$ cat src/rtl/nn_pkg.sv
`default_nettype none
// ---------------------------------------------------------------------------
// nn_pkg : shared state encoding, clog2 helper and default layer widths
// Rev 1.0
// ---------------------------------------------------------------------------
package nn_pkg;

  typedef enum logic [1:0] {
    IDLE = 2'd0,
    MAC  = 2'd1,
    OUT  = 2'd2
  } state_t;

  localparam int NN_DW   = 8;
  localparam int NN_FRAC = 6;

  function automatic int clog2(input int value);
    int r;
    r = 0;
    while ((1 << r) < value) r = r + 1;
    return r;
  endfunction

endpackage
`default_nettype wire

$ cat src/rtl/neuron_quant.sv
`default_nettype none
// ---------------------------------------------------------------------------
// neuron_quant : round half-up, rectify (NEURON_RELU_EN) and saturate to DW bits
// Rev 1.0
// ---------------------------------------------------------------------------
module neuron_quant
  import nn_pkg::*;
#(
  parameter int DW    = NN_DW,
  parameter int FRAC  = NN_FRAC,
  parameter int ACC_W = 2 * NN_DW + 4
) (
  input  logic [ACC_W-1:0] acc,
  output logic [DW-1:0]    q
);

  localparam logic signed [ACC_W:0] MAX_V = (ACC_W+1)'((2 ** (DW - 1)) - 1);
  localparam logic signed [ACC_W:0] MIN_V = ~MAX_V;

  logic signed [ACC_W:0] ext;
  logic signed [ACC_W:0] rnd;
  logic signed [ACC_W:0] r;

  // One extra bit keeps the rounding add from overflowing
  assign ext = {acc[ACC_W-1], acc};

  generate
    if (FRAC > 0) begin : g_round
      localparam logic signed [ACC_W:0] HALF = (ACC_W+1)'(1) << (FRAC - 1);
      assign rnd = ext + HALF;
    end else begin : g_no_round
      assign rnd = ext;
    end
  endgenerate

  assign r = rnd >>> FRAC;

  always_comb begin
    q = r[DW-1:0];
`ifdef NEURON_RELU_EN
    if (r[ACC_W])
      q = '0;
    else if (r > MAX_V)
      q = MAX_V[DW-1:0];
`else
    if (r > MAX_V)
      q = MAX_V[DW-1:0];
    else if (r < MIN_V)
      q = MIN_V[DW-1:0];
`endif
  end

endmodule
`default_nettype wire

$ cat src/rtl/neuron_mac_seq.sv
`default_nettype none
// ---------------------------------------------------------------------------
// neuron_mac_seq : time-multiplexed neuron, one MAC per cycle, ready/valid I/O
// Output rectification selected by NEURON_RELU_EN.  Rev 1.0
// ---------------------------------------------------------------------------
module neuron_mac_seq
  import nn_pkg::*;
#(
  parameter int                     N_IN  = 15,
  parameter int                     DW    = NN_DW,
  parameter int                     FRAC  = NN_FRAC,
  parameter logic [N_IN*DW-1:0]     W_VEC = '0,
  parameter logic signed [2*DW-1:0] BIAS  = '0
) (
  input  logic                 clk,
  input  logic                 reset,
  input  logic                 in_valid,
  output logic                 in_ready,
  input  logic [N_IN*DW-1:0]   in_data,
  output logic                 out_valid,
  input  logic                 out_ready,
  output logic [DW-1:0]        out_data
);

  localparam int ACC_W = 2 * DW + clog2(N_IN + 1);
  localparam int IDX_W = (N_IN > 1) ? clog2(N_IN) : 1;
  localparam logic [IDX_W-1:0] LAST = IDX_W'(N_IN - 1);

  state_t                  state;
  state_t                  state_next;
  logic [N_IN*DW-1:0]      act_vec;
  logic signed [ACC_W-1:0] acc;
  logic signed [ACC_W-1:0] acc_sum;
  logic [IDX_W-1:0]        idx;
  logic signed [DW-1:0]    act_sel;
  logic signed [DW-1:0]    w_sel;
  logic signed [2*DW-1:0]  prod;
  logic [DW-1:0]           quant;
  logic                    accept;
  logic                    last;

  assign accept = in_valid && in_ready;
  assign last   = (idx == LAST);

  always_ff @(posedge clk) begin
    if (!reset)
      state <= IDLE;
    else
      state <= state_next;
  end

  always_comb begin
    state_next = state;
    case (state)
      IDLE:    if (in_valid) state_next = MAC;
      MAC:     if (last) state_next = OUT;
      OUT:     if (out_ready) state_next = in_valid ? MAC : IDLE;
      default: state_next = IDLE;
    endcase
  end

  always_comb begin
    in_ready  = (state == IDLE) || ((state == OUT) && out_ready);
    out_valid = (state == OUT);
  end

  // Single shared multiplier: operands picked from the captured vector by idx
  always_comb begin
    act_sel = '0;
    w_sel   = '0;
    for (int i = 0; i < N_IN; i++) begin
      if (idx == IDX_W'(i)) begin
        act_sel = act_vec[i*DW +: DW];
        w_sel   = W_VEC[i*DW +: DW];
      end
    end
  end

  assign prod    = (2*DW)'(act_sel) * (2*DW)'(w_sel);
  assign acc_sum = acc + ACC_W'(prod);

  neuron_quant #(
    .DW    (DW),
    .FRAC  (FRAC),
    .ACC_W (ACC_W)
  ) u_quant (
    .acc (acc_sum),
    .q   (quant)
  );

  always_ff @(posedge clk) begin
    if (!reset) begin
      act_vec  <= '0;
      acc      <= '0;
      idx      <= '0;
      out_data <= '0;
    end else if (accept) begin
      act_vec <= in_data;
      acc     <= ACC_W'(BIAS);
      idx     <= '0;
    end else if (state == MAC) begin
      acc <= acc_sum;
      idx <= idx + IDX_W'(1);
      if (last)
        out_data <= quant;
    end
  end

endmodule
`default_nettype wire

$ cat config.mk
export PLATFORM = sky130hd
export DESIGN_NAME = neuron_mac_seq
export DESIGN_NICKNAME = d
export VERILOG_FILES = /design/src/rtl/nn_pkg.sv /design/src/rtl/neuron_quant.sv /design/src/rtl/neuron_mac_seq.sv
export SDC_FILE = /design/constraint.sdc
export NUM_CORES = 1
export LEC_CHECK = 0
export ABC_CLOCK_PERIOD_IN_PS = 1200
export CAP_MARGIN = 5
export CORE_ASPECT_RATIO = 0.5
export CORE_MARGIN = 2
export CORE_UTILIZATION = 23
export CTS_CLUSTER_SIZE = 10
export DETAILED_ROUTE_END_ITERATION = 6
export HOLD_SLACK_MARGIN = 0.02
export MAX_ROUTING_LAYER = met4
export PLACE_DENSITY_LB_ADDON = 0.3
export SLEW_MARGIN = 10
export SYNTH_ARGS = -nofsm -noshare
export SYNTH_HDL_FRONTEND = slang
export SYNTH_HIERARCHICAL = 1
export SYNTH_SLANG_ARGS = --single-unit
$ cat constraint.sdc
create_clock -name clk -period 1.2 [get_ports clk]
set_clock_uncertainty 0.15 [all_clocks]
set_input_delay 0.24 -clock clk [delete_from_list [all_inputs] [get_ports clk]]
set_output_delay 0.24 -clock clk [all_outputs]
set_load 0.005 [all_outputs]
==> summary.txt <==
Outcome
  – Status: complete, but fails checks
  – Failing checks: setup timing

Placed design
  – I/O Buffers: 13
  – HPWL Detailed: between 1500 and 2000 um
  – Worst slack, placed: -557 ps
  – Placed insts: approximately 270
  – Global placement routability congestion: slightly above 0.7

Timing
  – Fin crit period: between 1000 and 1500 ps
  – Setup ws final: -163 ps
  – Final setup violation count: 15
  – Slew Limit Fails: 0
  – Hold Vio Cnt, Final: 0
  – Worst hold slack: ~300 ps
  – RSZ-0062 raised after global routing: yes
  – Final period util: 114%
  – Max Freq: roughly 730 MHz

Synthesis
  – Post-synth EDFFs: 0
  – Post-Syn Instances: 127
  – Ys Warns: 6
  – Distinct cell type count after synthesis: 40
  – Mapped Area: around 1000 um2
  – Synth Area per Inst: around 8 um2
  – Sequential fraction of the synthesis area: between 20% and 30%
  – #FFs+latches synth: 14
  – Ys flop type: dfxtp_1
  – Synth async-reset ratio: 0%

Worst setup path
  – Slowest CP cell: or3_4
  – CP dominant cell by count: buf_6
  – Critical Path RT: 1230 ps
  – Critical-path cell list: buf_6, buf_6, nand3b_4, or3_4, a21oi_2
  – Kind of end point of the critical path: register
  – CP Class: register to register
  – CP max FO: 3
  – Reg-to-reg slack, setup: -160 ps
  – Critical Path Max Stage Delay: 340 ps
  – Capture point of the worst reg-to-reg path: idx[3]
  – CP bufs+invs: 2
  – WP data arrival: around 1400 ps
  – CP Launch Type: register
  – R2r worst-path depth: 5
  – Reg2reg start: state[1]
  – Delay-heaviest family, CP: simple AND/OR/NAND/NOR gates

GRT
  – Initial antenna violation count: 0
  – Overflow left after global routing: 0
  – Number of global-route vias before repair: a little over 900
  – All-Layer GR Usage: about a tenth
  – Largest net degree at the start of global routing: 16
  – First-pass GRT wire length: 3910 um

Clocking
  – Cts bufs inserted: 3
  – Max clock buf depth: 2
  – H-tree lvl count: 1
  – Worst-path clk slew: approximately 50 ps
  – CTS tree: done
  – Insertion delay to the later sink of the worst-skew pair: roughly 240 ps
  – Clock root buffer: clkbuf_8
  – Post-CTS Hold Buffers: 0
  – Clock sink count: 14

Worst hold path
  – Hold path cells: 2
  – Hold_sp: out_data[1]
  – Worst Hold Class: register to register
  – WHS Endpoint: out_data[1]

Drt
  – DR WL/cell: just over 8 um
  – Vias per cell: 3.75
  – Initial DRC count: 24
  – Post-route ant nets: 0
  – DRC: 0
  – DR pass1 iterations: 4
  – Vias after detailed routing: 1,034
  – Final WL: roughly 2300 um

Floorplan
  – Die Wd: just under 100 um
  – Row count: 17
  – Initial core utilization: 23.6%
  – Total die area: 5040 um2
  – Vert. Die Dim: roughly 51 um
  – Ports: between 100 and 150
  – Core area: 4340 um2

Finish
  – Final core utilization: 39.0%
  – Most common cell after layout, fill and taps aside: conb_1
  – Fraction of layout cells with a size suffix above 1: around a quarter
  – Most frequent cells in the layout: conb_1, nand2_1, buf_4
  – N_diodes: 0
  – Syn-to-layout area delta: 65.0%
  – Post-route non-filler standard cell count: ~280
  – Final nets: between 300 and 400

Power
  – Maximum VDD drop: between 200 and 300 uV
  – Total chip power: 1.10 mW
  – Leak: about 0.71 nW
  – Pwr per Cell Area: 650 nW/um2

Flow run
  – Max Cap Viol: 0
==> cells in the mapped netlist (all sizes together), types with 2 or more instances <==
| cell type | count | area share, % |
|---|---|---|
| nor2 | 9 | 4.0 |
| nand2 | 24 | 8.8 |
| xor2 | 5 | 4.3 |
| and2b | 2 | 1.5 |
| buf | 2 | 0.98 |
| o21ai | 2 | 0.98 |
| xnor2 | 4 | 3.4 |
| nand4 | 3 | 1.8 |
| nor2b | 2 | 1.2 |
| o31a | 2 | 2.0 |
| inv | 3 | 1.1 |
| o31ai | 2 | 1.5 |
| mux2i | 8 | 7.8 |
| ha | 3 | 3.7 |
| nand3b | 4 | 4.2 |
| nor3 | 4 | 2.0 |
| dfxtp | 14 | 27 |
| a21oi | 11 | 6.1 |
| nand3 | 5 | 3.4 |
| nand2b | 3 | 1.8 |
==> how the worst max path moves through the flow <==
stage              start           to  slack, ps  cells after the start
2_1_floorplan     idx[1]  out_data[0]        0.5                      4
3_3_place_gp   out_ready     in_ready       -540                      4
3_5_place_dp   out_ready     in_ready       -560                      4
4_1_cts         state[1]       idx[3]       -160                      5
5_1_grt         state[1]       idx[3]       -190                      5
6_report        state[1]       idx[3]       -160                      5
==> flip-flops by register name (all words and copies together) (netlist names) <==
register and cells:
state 2, out_data 8, idx 4
==> worst min-delay path: cells and delay by family (launching register included) <==
kind,cells,cell delay [ps]
mux,1,50
flops,1,310
simple gates,1,50
==> through the flow <==
step | instance area, um2 | TNS (ps)
after floorplan | 1270 | 0
after global routing | 1690 | -2220
after detailed placement | 1570 | -3320
after CTS | 1670 | -1470
final | 1690 | -1600
after global placement | 1570 | -3060
==> area by class of cell <==
cell class / count / area, um2
Fill cell: 455 / 2650
Multi-Input combinational cell: 171 / 1030
Sequential cell: 14 / 288
Timing Repair Buffer: 28 / 253
Tap cell: 57 / 71.3
Clock buffer: 3 / 41.3
Inverter: 3 / 11.3
==> cell families after synthesis <==
group / after synthesis / synth area share (%)
compound gates: 26 / 19.3
mux: 8 / 7.81
flops: 14 / 27.4
simple gates: 60 / 31.4
buf+inv: 6 / 2.44
xor+xnor: 9 / 7.69
fa+ha+maj: 3 / 3.66
other cells: 1 / 0.366
==> metal layers <==
metal	wire length, um	vias up	GRT usage (%)	share of wire, %
met1	1120	452	12.1	49
met3	54	2	2.60	2.4
met2	1080	8	16.7	47
met5	0	-	-	0
li1	-	572	-	-
met4	17	0	2.05	0.75
==> timing repair <==
action	4_1_cts	5_1_grt
buffers inserted	2	1
cloned	0	1
setup endpoints to repair	24	22
pin swaps	6	7
gates resized for setup	40	11
==> power breakdown <==
| group | total, mW | internal [mW] | switching, mW |
|---|---|---|---|
| Clock | 0.379 | 0.222 | 0.157 |
| Sequential | 0.479 | 0.474 | 0.00542 |
| Combinational | 0.240 | 0.105 | 0.135 |
No activity file was read; power rests on OpenSTA's default activity.
==> RTL change, RTL diff (same flow settings) <==
Encoding of `state_t`: now one-hot (3 bits for 3 states).
--- a/src/rtl/nn_pkg.sv
+++ b/src/rtl/nn_pkg.sv
@@ -7,6 +7,6 @@
 
-  typedef enum logic [1:0] {
-    IDLE = 2'd0,
-    MAC  = 2'd1,
-    OUT  = 2'd2
+  typedef enum logic [2:0] {
+    IDLE = 3'b001,
+    MAC  = 3'b010,
+    OUT  = 3'b100
   } state_t;
Function: same outputs for any inputs over 10 cycles, from zero or initial values and one cycle with reset low; not proved beyond that.
==> RTL change against the original RTL <==
The flow still finishes with violations (setup timing). Area after synthesis is 5.5% higher. Core utilization is 1.0 points lower. Largest power group unchanged. Total power is 4.5% higher. Design area is 0.22% higher. Routed wire length is 4.0% higher. Worst setup slack worse by 0.18 ns. Maximum frequency is 11% lower. Sequential cell count is 1 higher. Largest cell class unchanged. Clock power is 9.0% higher. Worst hold slack better by 0.029 ns.
==> RTL change: results (changes against the original RTL) <==
metric,value,unit,change
Post-Synth XOR/XNOR Area,0.0810,,+0.00410
Critical-path top delay cell,dfxtp_4,,
fraction of area in registers,0.185,,+0.0144
first-pass GRT wire length,4.45,mm,+14%
Net Sw Frac,0.269,,-0.00221
Seq pwr share,0.445,,+0.009
layout cell share with drive strength beyond 1,0.224,,-0.0224
run status,"complete, but fails checks",,
worst min path class,in2reg,,
largest net degree at the start of global routing,9,,-7
GRT Total Usage,0.109,,+0.00999
Area after DPL,1620,µm²,+3.2%
initial DRC count,14,,-42%
bufs w/o clock,30,,+7.1%
first-pass detailed-route iteration total,3,,-1
nets,351,,+0.86%
H-tree Lvls,1,,unchanged
number of fill cells,480,,+5.5%
Leakage Power,0.704,nW,-0.23%
vias in the first global route,1012,,+10%
metal2 WL,1.10,mm,+2.1%
Multi-In Gates,169,,-1.2%
combinational power,0.224,mW,-7%
biggest regs,"out_data: 8 flops, idx: 4 flops, state: 3 flops",,
post-DP HPWL,1.77,mm,+0.56%
final RePlAce weighted congestion,0.708,,-0.46%
CTS resizes,43,,+7.5%
clk slew on worst S/H paths,0.06,ns,
"Worst Setup Slack, final",-0.338,ns,-0.175 ns
Setup Slack @ Placement,-0.693,ns,-0.136 ns
met1 WL,1.18,mm,+5.6%
"Distinct cells, synth",38,,-5.0%
register area share after synthesis,0.278,,+0.00427
area of the multi-input gates,1010,µm²,-1.1%
mux contribution to synthesized area,0.0741,,-0.00407
setup TNS,-4.16,ns,-2.57 ns
failing checks,setup timing,,
Placed Cells,274,,+1.1%
Final non-clock buffer share,0.137,,-0.0129
routed wire length,2.36,mm,+4.0%
worst vdd ir,0.000443,V,+68%
Comb pwr share,0.195,,-0.023
syn avg cell area,8.51,µm²,+5.5%
final cell count without fillers,280,,+1.4%
Synth top cells by count,"dfxtp_1 (15), a21oi_1 (12), nand2_1 (10)",,
Vias,1068,,+3.3%
sequential cell count,15,,+1
CP arrival,1.53,ns,+0.14 ns
Area growth syn-to-layout,56.7,%,
metal3 WL,58,µm,+7.4%
CTS Root Cell,clkbuf_8,,
# setup viols final,16,,+1
compound-gate portion of the synthesized area,0.194,,+0.00153
Synth area leaders,"dfxtp_1 (28%), mux2i_1 (7.4%), a21oi_1 (5.6%)",,
Synth Area in Adders,0.0347,,-0.00191
Critical Path Fanout Max,5,,+2
-- RTL change: cell types whose count changed after synthesis, sizes merged, moves of 2 or more --
| cell | before | now |
|---|---|---|
| a21oi | 11 | 13 |
| inv | 3 | 5 |
| nand2 | 24 | 10 |
| nor2b | 2 | 9 |
| nor3b | 0 | 2 |
| o21ai | 2 | 0 |
-- RTL change: final timing paths --
path / startpoint / end / slack, ns / cells after the start
worst max-delay path: state[0] / out_data[6] / -0.34 / 5
worst min-delay path: out_ready / state[2] / 0.34 / 4
worst max register to register: state[0] / out_data[6] / -0.34 / 5
worst min register to register: out_data[5] / out_data[5] / 0.36 / 2
-- RTL change: per-layer routing --
| layer | up-vias | global-route usage |
|---|---|---|
| met4 | 0 | 0.0293 |
| met5 | - | - |
| li1 | 591 | - |
| met2 | 9 | 0.180 |
| met3 | 5 | 0.0240 |
| met1 | 463 | 0.136 |
-- RTL change: tightest hold or removal path, delay by kind of cell --
kind	cells	cell delay, ns
simple gates	1	0.07
buf+inv	2	0.34
compound gates	1	0.05
